===== src/rtl/fft_sample_buffer.sv =====
// fft_sample_buffer: ping-pong N-point frame buffer draining first-stage radix-4 groups {x[g], x[g+N/4], x[g+N/2], x[g+3N/4]}
module fft_sample_buffer #(
    parameter int WIDTH = 32,
    parameter int N     = 16,
    localparam int HW   = WIDTH / 2,
    localparam int Q    = N / 4,
    localparam int GW   = (Q > 1) ? $clog2(Q) : 1,
    localparam int PW   = $clog2(N)
) (
    input  logic             clk,
    input  logic             rst,
    input  logic [HW-1:0]    sample_in,
    input  logic             sample_valid,
    output logic [WIDTH-1:0] a,
    output logic [WIDTH-1:0] b,
    output logic [WIDTH-1:0] c,
    output logic [WIDTH-1:0] d,
    output logic [GW-1:0]    group_idx,
    output logic             out_valid,
    input  logic             out_ready,
    output logic             frame_last,
    output logic             overflow
);
    typedef enum logic [1:0] {EMPTY, FILLING, FULL, DRAINING} bank_e;
    bank_e         st_q [2];
    bank_e         st_d [2];
    logic [HW-1:0] mem_q [2][N];
    logic [HW-1:0] grp_q [4];
    logic [HW-1:0] grp_d [4];
    logic [PW-1:0] wptr_q, wptr_d;
    logic [GW-1:0] rd_g_q, rd_g_d, gidx_q, gidx_d;
    logic          fill_sel_q, fill_sel_d, drain_sel_q, drain_sel_d, out_bank_q, out_bank_d;
    logic          valid_q, valid_d, last_q, last_d, ovf_q, ovf_d;
    logic          fill_ok, wr_en, wr_last, xfer, load, rd_last;
    assign fill_ok = (st_q[fill_sel_q] == EMPTY) || (st_q[fill_sel_q] == FILLING);
    assign wr_en   = sample_valid && fill_ok;
    assign wr_last = wptr_q == PW'(N - 1);
    assign xfer    = valid_q && out_ready;
    assign load    = (!valid_q || out_ready) && ((st_q[drain_sel_q] == FULL) || (st_q[drain_sel_q] == DRAINING));
    assign rd_last = rd_g_q == GW'(Q - 1);
    always_comb begin
        st_d        = st_q;
        wptr_d      = wptr_q;
        fill_sel_d  = fill_sel_q;
        drain_sel_d = drain_sel_q;
        rd_g_d      = rd_g_q;
        grp_d       = grp_q;
        gidx_d      = gidx_q;
        out_bank_d  = out_bank_q;
        valid_d     = valid_q;
        last_d      = last_q;
        ovf_d       = ovf_q || (sample_valid && !fill_ok);
        if (xfer && last_q)
            st_d[out_bank_q] = EMPTY;
        if (wr_en) begin
            st_d[fill_sel_q] = wr_last ? FULL : FILLING;
            wptr_d           = wptr_q + PW'(1);
            fill_sel_d       = wr_last ? !fill_sel_q : fill_sel_q;
        end
        if (load) begin
            for (int k = 0; k < 4; k++)
                grp_d[k] = mem_q[drain_sel_q][PW'(k * Q) + PW'(rd_g_q)];
            st_d[drain_sel_q] = DRAINING;
            gidx_d            = rd_g_q;
            last_d            = rd_last;
            out_bank_d        = drain_sel_q;
            valid_d           = 1'b1;
            rd_g_d            = rd_last ? '0 : rd_g_q + GW'(1);
            drain_sel_d       = rd_last ? !drain_sel_q : drain_sel_q;
        end else if (xfer) begin
            valid_d = 1'b0;
            last_d  = 1'b0;
        end
    end
    always_ff @(posedge clk) begin
        if (wr_en)
            mem_q[fill_sel_q][wptr_q] <= sample_in;
    end
    always_ff @(posedge clk) begin
        if (rst) begin
            st_q        <= '{EMPTY, EMPTY};
            wptr_q      <= '0;
            fill_sel_q  <= 1'b0;
            drain_sel_q <= 1'b0;
            rd_g_q      <= '0;
            grp_q       <= '{default: '0};
            gidx_q      <= '0;
            out_bank_q  <= 1'b0;
            valid_q     <= 1'b0;
            last_q      <= 1'b0;
            ovf_q       <= 1'b0;
        end else begin
            st_q        <= st_d;
            wptr_q      <= wptr_d;
            fill_sel_q  <= fill_sel_d;
            drain_sel_q <= drain_sel_d;
            rd_g_q      <= rd_g_d;
            grp_q       <= grp_d;
            gidx_q      <= gidx_d;
            out_bank_q  <= out_bank_d;
            valid_q     <= valid_d;
            last_q      <= last_d;
            ovf_q       <= ovf_d;
        end
    end
    assign a          = {grp_q[0], {HW{1'b0}}};
    assign b          = {grp_q[1], {HW{1'b0}}};
    assign c          = {grp_q[2], {HW{1'b0}}};
    assign d          = {grp_q[3], {HW{1'b0}}};
    assign group_idx  = gidx_q;
    assign out_valid  = valid_q;
    assign frame_last = last_q;
    assign overflow   = ovf_q;
endmodule


===== config.mk =====
export PLATFORM = sky130hd
export DESIGN_NAME = fft_sample_buffer
export DESIGN_NICKNAME = d
export VERILOG_FILES = /design/src/rtl/fft_sample_buffer.sv
export SDC_FILE = /design/constraint.sdc
export NUM_CORES = 1
export LEC_CHECK = 0
export ABC_AREA = 1
export BUFFER_PORTS_ARGS = -buffer_cell sky130_fd_sc_hd__buf_2
export CAP_MARGIN = 20
export CORE_MARGIN = 4
export CORE_UTILIZATION = 55
export DETAILED_ROUTE_END_ITERATION = 7
export PLACE_DENSITY = 0.76
export SYNTH_ARGS = -nofsm -noshare
export SYNTH_HDL_FRONTEND = slang
export SYNTH_SLANG_ARGS = --single-unit

===== constraint.sdc =====
create_clock -name clk -period 2.7 [get_ports clk]
set_input_delay 0 -clock clk [delete_from_list [all_inputs] [get_ports clk]]
set_output_delay 0 -clock clk [all_outputs]
set_load 0.005 [all_outputs]

== Word-level counts from Yosys, hierarchy flattened ==
Memories as Yosys holds them, arrays and structs flattened. A register that Yosys moved wholly into a read port is not among the register bits.
Cells that the tools add are included.
Storage, ports and cells
  register bits: 82
  RAM bits: 512
  logic and storage cells: 109
  memories: 1
Cells by class
  add/subtract/negate cells: 5
  order comparisons: 12
  equality and inequality tests: 5
  mux-type cells: 39
  bitwise gates (word level): 11
  reductions and logical operators: 21
Memories
  mem_q: words 2, bits a word 256, read ports 1, clocked after Yosys merged registers in 1, write ports 1, line 27  | logic [HW-1:0] mem_q [2][N];
Operators with widths (count)
  16-bit binary-select mux with 4-bit select: 4
  256-bit two-way mux: 1
  16-bit two-way mux: 9
  16-bit demux with 4-bit select: 1
  5-bit greater-or-equal comparator, second input constant: 5
  2-bit two-way mux: 11
  4-bit inverter with 5-bit output: 4
  4-bit two-way mux: 3
  1-bit logical AND: 9
  2-bit demux with 1-bit select: 3
  2-bit == test, second input constant: 3
  2-bit greater-or-equal comparator, second input constant: 3
  2-bit by 1-bit < comparator with 1-bit output, second input constant: 3
  1-bit two-way mux: 6
  1-bit inverter with 2-bit output: 3
  5-bit by 1-bit < comparator with 1-bit output, second input constant: 1
  2-bit inverter with 5-bit output: 1
  3-bit by 2-bit adder with 4-bit output, first input constant: 1
  3-bit by 3-bit adder with 4-bit output, first input constant: 1
  4-bit by 1-bit adder with 4-bit output, second input constant: 1
  4-bit by 2-bit adder with 4-bit output, first input constant: 1
  4-bit AND: 1
  4-bit bitwise mux: 1
  4-bit == test, second input constant: 1
  other kinds (9): 16

== Depth between registers and ports, before layout ==
  depth after elaboration: 12
  mapped depth: 12

== Least setup slack after synthesis ==
Ideal clock, no wire load.
  kind: register -> register
  from: register fill_sel_q
  to: memory mem_q[0][192] in the netlist's numbering, enable pin
  library setup time: 0.409 ns
  data arrival time: 2.158 ns
  required time: 2.291 ns
  slack: 0.133 ns
  cell stages (with the launch flop): 8
  path buffers: 1
  period minus slack after synthesis: 2.567 ns
  cell sequence: dfxtp_1 > buf_2 > nand2_1 > nand2_1 > nand2_1 > inv_2 > nand2_1 > nor3_1
Between the ends
  longest elaborated chain between the ends: 9
  elaborated cells on any way between the ends: 10
  classes of those cells: eq/ne: 1; mux: 5; bitwise: 1; reduce/logical: 3
Ends and longest elaborated chain
  start, declared: line 32  | logic fill_sel_q, fill_sel_d, drain_sel_q, drain_sel_d, out_bank_q, out_bank_d;
  start signal, assigned: line 95  | fill_sel_q <= fill_sel_d;
  1-bit inverter with 2-bit output (not written as such): line 35  | assign fill_ok = (st_q[fill_sel_q] == EMPTY) || (st_q[fill_sel_q] == FILLING);
  2-bit two-way mux (not written as such) (3 in series): line 35
  2-bit by 1-bit == test with 1-bit output or 2-bit logical NOT (tied branches): line 35
  1-bit logical OR: line 35
  1-bit logical AND: line 36  | assign wr_en = sample_valid && fill_ok;
  1-bit two-way mux: line 76  | if (wr_en)
  256-bit two-way mux (not written as such): line 77  | mem_q[fill_sel_q][wptr_q] <= sample_in;
  end, declared: line 27
Parallel ways exist; a longest one is shown, timed or not. The select of a mux whose other input is x is not followed.

== Final worst setup path ==
  from: register fill_sel_q
  to: memory mem_q[1][121] in the netlist's numbering, enable pin
The elaborated chain is that of the path after synthesis.

==> flow_summary_export.csv <==
group,metric,value,unit
timing,fin_tns_setup,0,ns
placement,dp.cells,3256,
cts,clock-sinks,593,
placement,place.gp.congestion,0.8182,
synthesis,yosys.cell_count.top_type,"nand2_1",
drt,route.detailed.drc,0,
drt,avgRoutedWirePerCell,17.66,um
power_and_ir_drop,ir_drop,0.6813,mV
cts,cts-root-buf,"clkbuf_16",
timing,final-hold-violation-count,0,
timing,grt_setup_unrepaired,"false",
floorplanning,ios,153,
timing,maxSlewHeadroom,0.3730,
outcome,outcome,"finished, final reports clean",
final_layout,drive_gt1_frac,0.09216,
drt,route.final.wire_length,59450,um
cts,insertion_delay,0.60,ns
timing,final.setup_skew,0.01920,ns
critical_path,cp.arrival,2.49,ns
cts,htree_levels,2,
power_and_ir_drop,cellLeakagePower,12.98,nW
synthesis,post-synth-top-area-fraction,0.6034,
power_and_ir_drop,p_per_area,630.6,nW/um2
placement,place_hpwl,33210,um
placement,port_buffers,88,
critical_path,path_max_fanout,16,
cts,holdBufCountCts,5,
global_route,grt_max_degree,149,
synthesis,ys_ff_latch,593,
critical_path,worstPathRequired,2.97,ns
floorplanning,start_util,0.5591,
final_layout,fin_nets,2745,
global_route,grt_first_pass_wirelength,91150,um
cts,numCtsBuffers,56,
floorplanning,core_area,45580,um2
final_layout,stdcell_count,3367,
timing,slew_violations,0,
synthesis,synth_edf_count,512,
floorplanning,rows,78,
drt,vias,17442,
cts,post-cts-setup-buffer-count,0,
final_layout,area_growth,11.06,%
floorplanning,die_h,223.2,um
synthesis,ys_top_cells_by_count,"nand2_1 (1,054), edfxtp_1 (512), inv_1 (465)",
cts,cts_resized,0,
drt,antenna_left,0,
global_route,track_usage,0.2326,
synthesis,syn_area_per_cell,9.681,um2
critical_path,endpoint_kind,"flop",
timing,clock.fmax,0.4516,GHz
critical_path,start_kind,"flop",
synthesis,ys_top_cells_by_area,"edfxtp_1 (60%), nand2_1 (16%), inv_1 (6.8%)",
synthesis,async_reset_ff_frac,0,
global_route,overflow,0,
cts,cts_tree,"done",
timing,layout_min_cycle_time,2.214,ns
drt,initialDrtViolationCount,1592,
synthesis,synth_cells,2632,
timing,setup_viol,0,
drt,drt-pass1-iter-count,5,
final_layout,n_antenna_cell,0,
global_route,antenna_found_initial,0,
timing,worst_slew_pin_slew,0.9405,ns
floorplanning,die_area,49840,um2
synthesis,syn_area,25480,um2
drt,via_per_inst,5.180,
floorplanning,die_w,223.2,um
synthesis,yosysWarnings,0,
cts,path_clk_slew,0.06,ns
job,maxCapViolations,0,
critical_path,path_class,"flop to flop",
timing,min_period_over_period,0.8201,
synthesis,yosys.area.top_type,"edfxtp_1",
synthesis,synth_flop_cell,"edfxtp_1",
synthesis,yosysSeqAreaShare,0.6670,
min_path,hp-class,"primary input to flop",
cts,cts_buffer_depth,3,
global_route,grt_pass1_vias,16848,
synthesis,synth_cell_types,26,
## sequential cells by signal (all words and copies together), names as in the netlist, 2 cells and up, named ones only
name       count
a             16
b             16
c             16
d             16
group_idx      2
mem_q        512
rd_g_q         2
st_q           2
wptr_q         4
## metrics by stage
step	power [W]	hold WS (ns)	util	cell area, um2	setup slack (ns)
final	0.01785	0.02079	0.6209	28300	0.4857
after global routing	0.01835	0.03215	0.6209	28300	0.3097
after CTS	0.01792	0.004125	0.6209	28300	0.5072
after detailed placement	0.01056	0.3202	0.5817	26510	0.5224
after global placement	0.01054	0.3067	0.5817	26510	0.5782
after floorplan	0.01039	0.09887	-	25720	0.1327
## worst paths after layout
path	startpoint	to	slack [ns]	cells past startpoint
worst min-delay path	sample_in[14]	mem_q[1][158]	0.02	1
worst min register to register	out_bank_q	out_bank_q	0.48	2
worst max-delay path	fill_sel_q	mem_q[1][121]	0.49	7
worst max register to register	fill_sel_q	mem_q[1][121]	0.49	7
## power by group
| part | internal (W) | total (W) | switching [W] | leakage, nW |
|---|---|---|---|---|
| Sequential | 0.00999 | 0.0100 | 0.0000147 | 5.27 |
| Combinational | 0.0000565 | 0.000369 | 0.000313 | 6.86 |
| Clock | 0.00419 | 0.00747 | 0.00328 | 0.851 |
| Total | 0.0142 | 0.0178 | 0.00361 | 13.0 |
## placed cells by master, fill, tap and decap left out, types with 3 or more instances in the layout
cell type,n
buf_2,88
conb_1,64
o21ai_0,7
dlygate4sd3_1,5
dfxtp_1,79
nand3_1,265
nand2_1,1054
inv_1,463
a31oi_1,3
ha_1,6
clkbuf_16,57
inv_6,3
edfxtp_1,512
buf_4,46
clkinv_1,4
nor3_2,24
clkbuf_8,7
buf_12,7
clkinv_2,11
inv_2,3
nor2_1,11
a21oi_1,11
clkbuf_1,23
## area by class of cell
type	count	area [um2]
repair buffers	146	975.9
flip-flops and latches	593	17000
multi-input cells	1453	6063
clock buffers	87	1609
inverters	469	1768
clock inverters	19	128.9
fillers	3504	17280
well taps	600	750.7
## routing by layer
metal	track usage	wire length (um)	vias up
met5	0	0	-
met4	0.06960	1593	0
met3	0.03355	5169	114
met2	0.3967	29040	761
met1	0.3134	23650	8295
li1	-	-	8272
## cell families after synthesis
group,share of synthesized area
xor gates and xnor gates,0.0003438
other,0.0001472
DFF,0.6670
adders and majority gates,0.002946
AOI/OAI and AO/OA,0.004567
buffers and inverters,0.1092
and+or+nand+nor,0.2158
## worst max-delay path, cell delays in order (launching register included)
cell,delay (ns)
dfxtp_1,0.48
nand2_1,0.12
nand2_1,0.08
nand2_1,0.17
inv_2,0.18
nand2_1,0.32
nor3_2,0.20
buf_4,0.33
(Power assumes the default switching activity.)
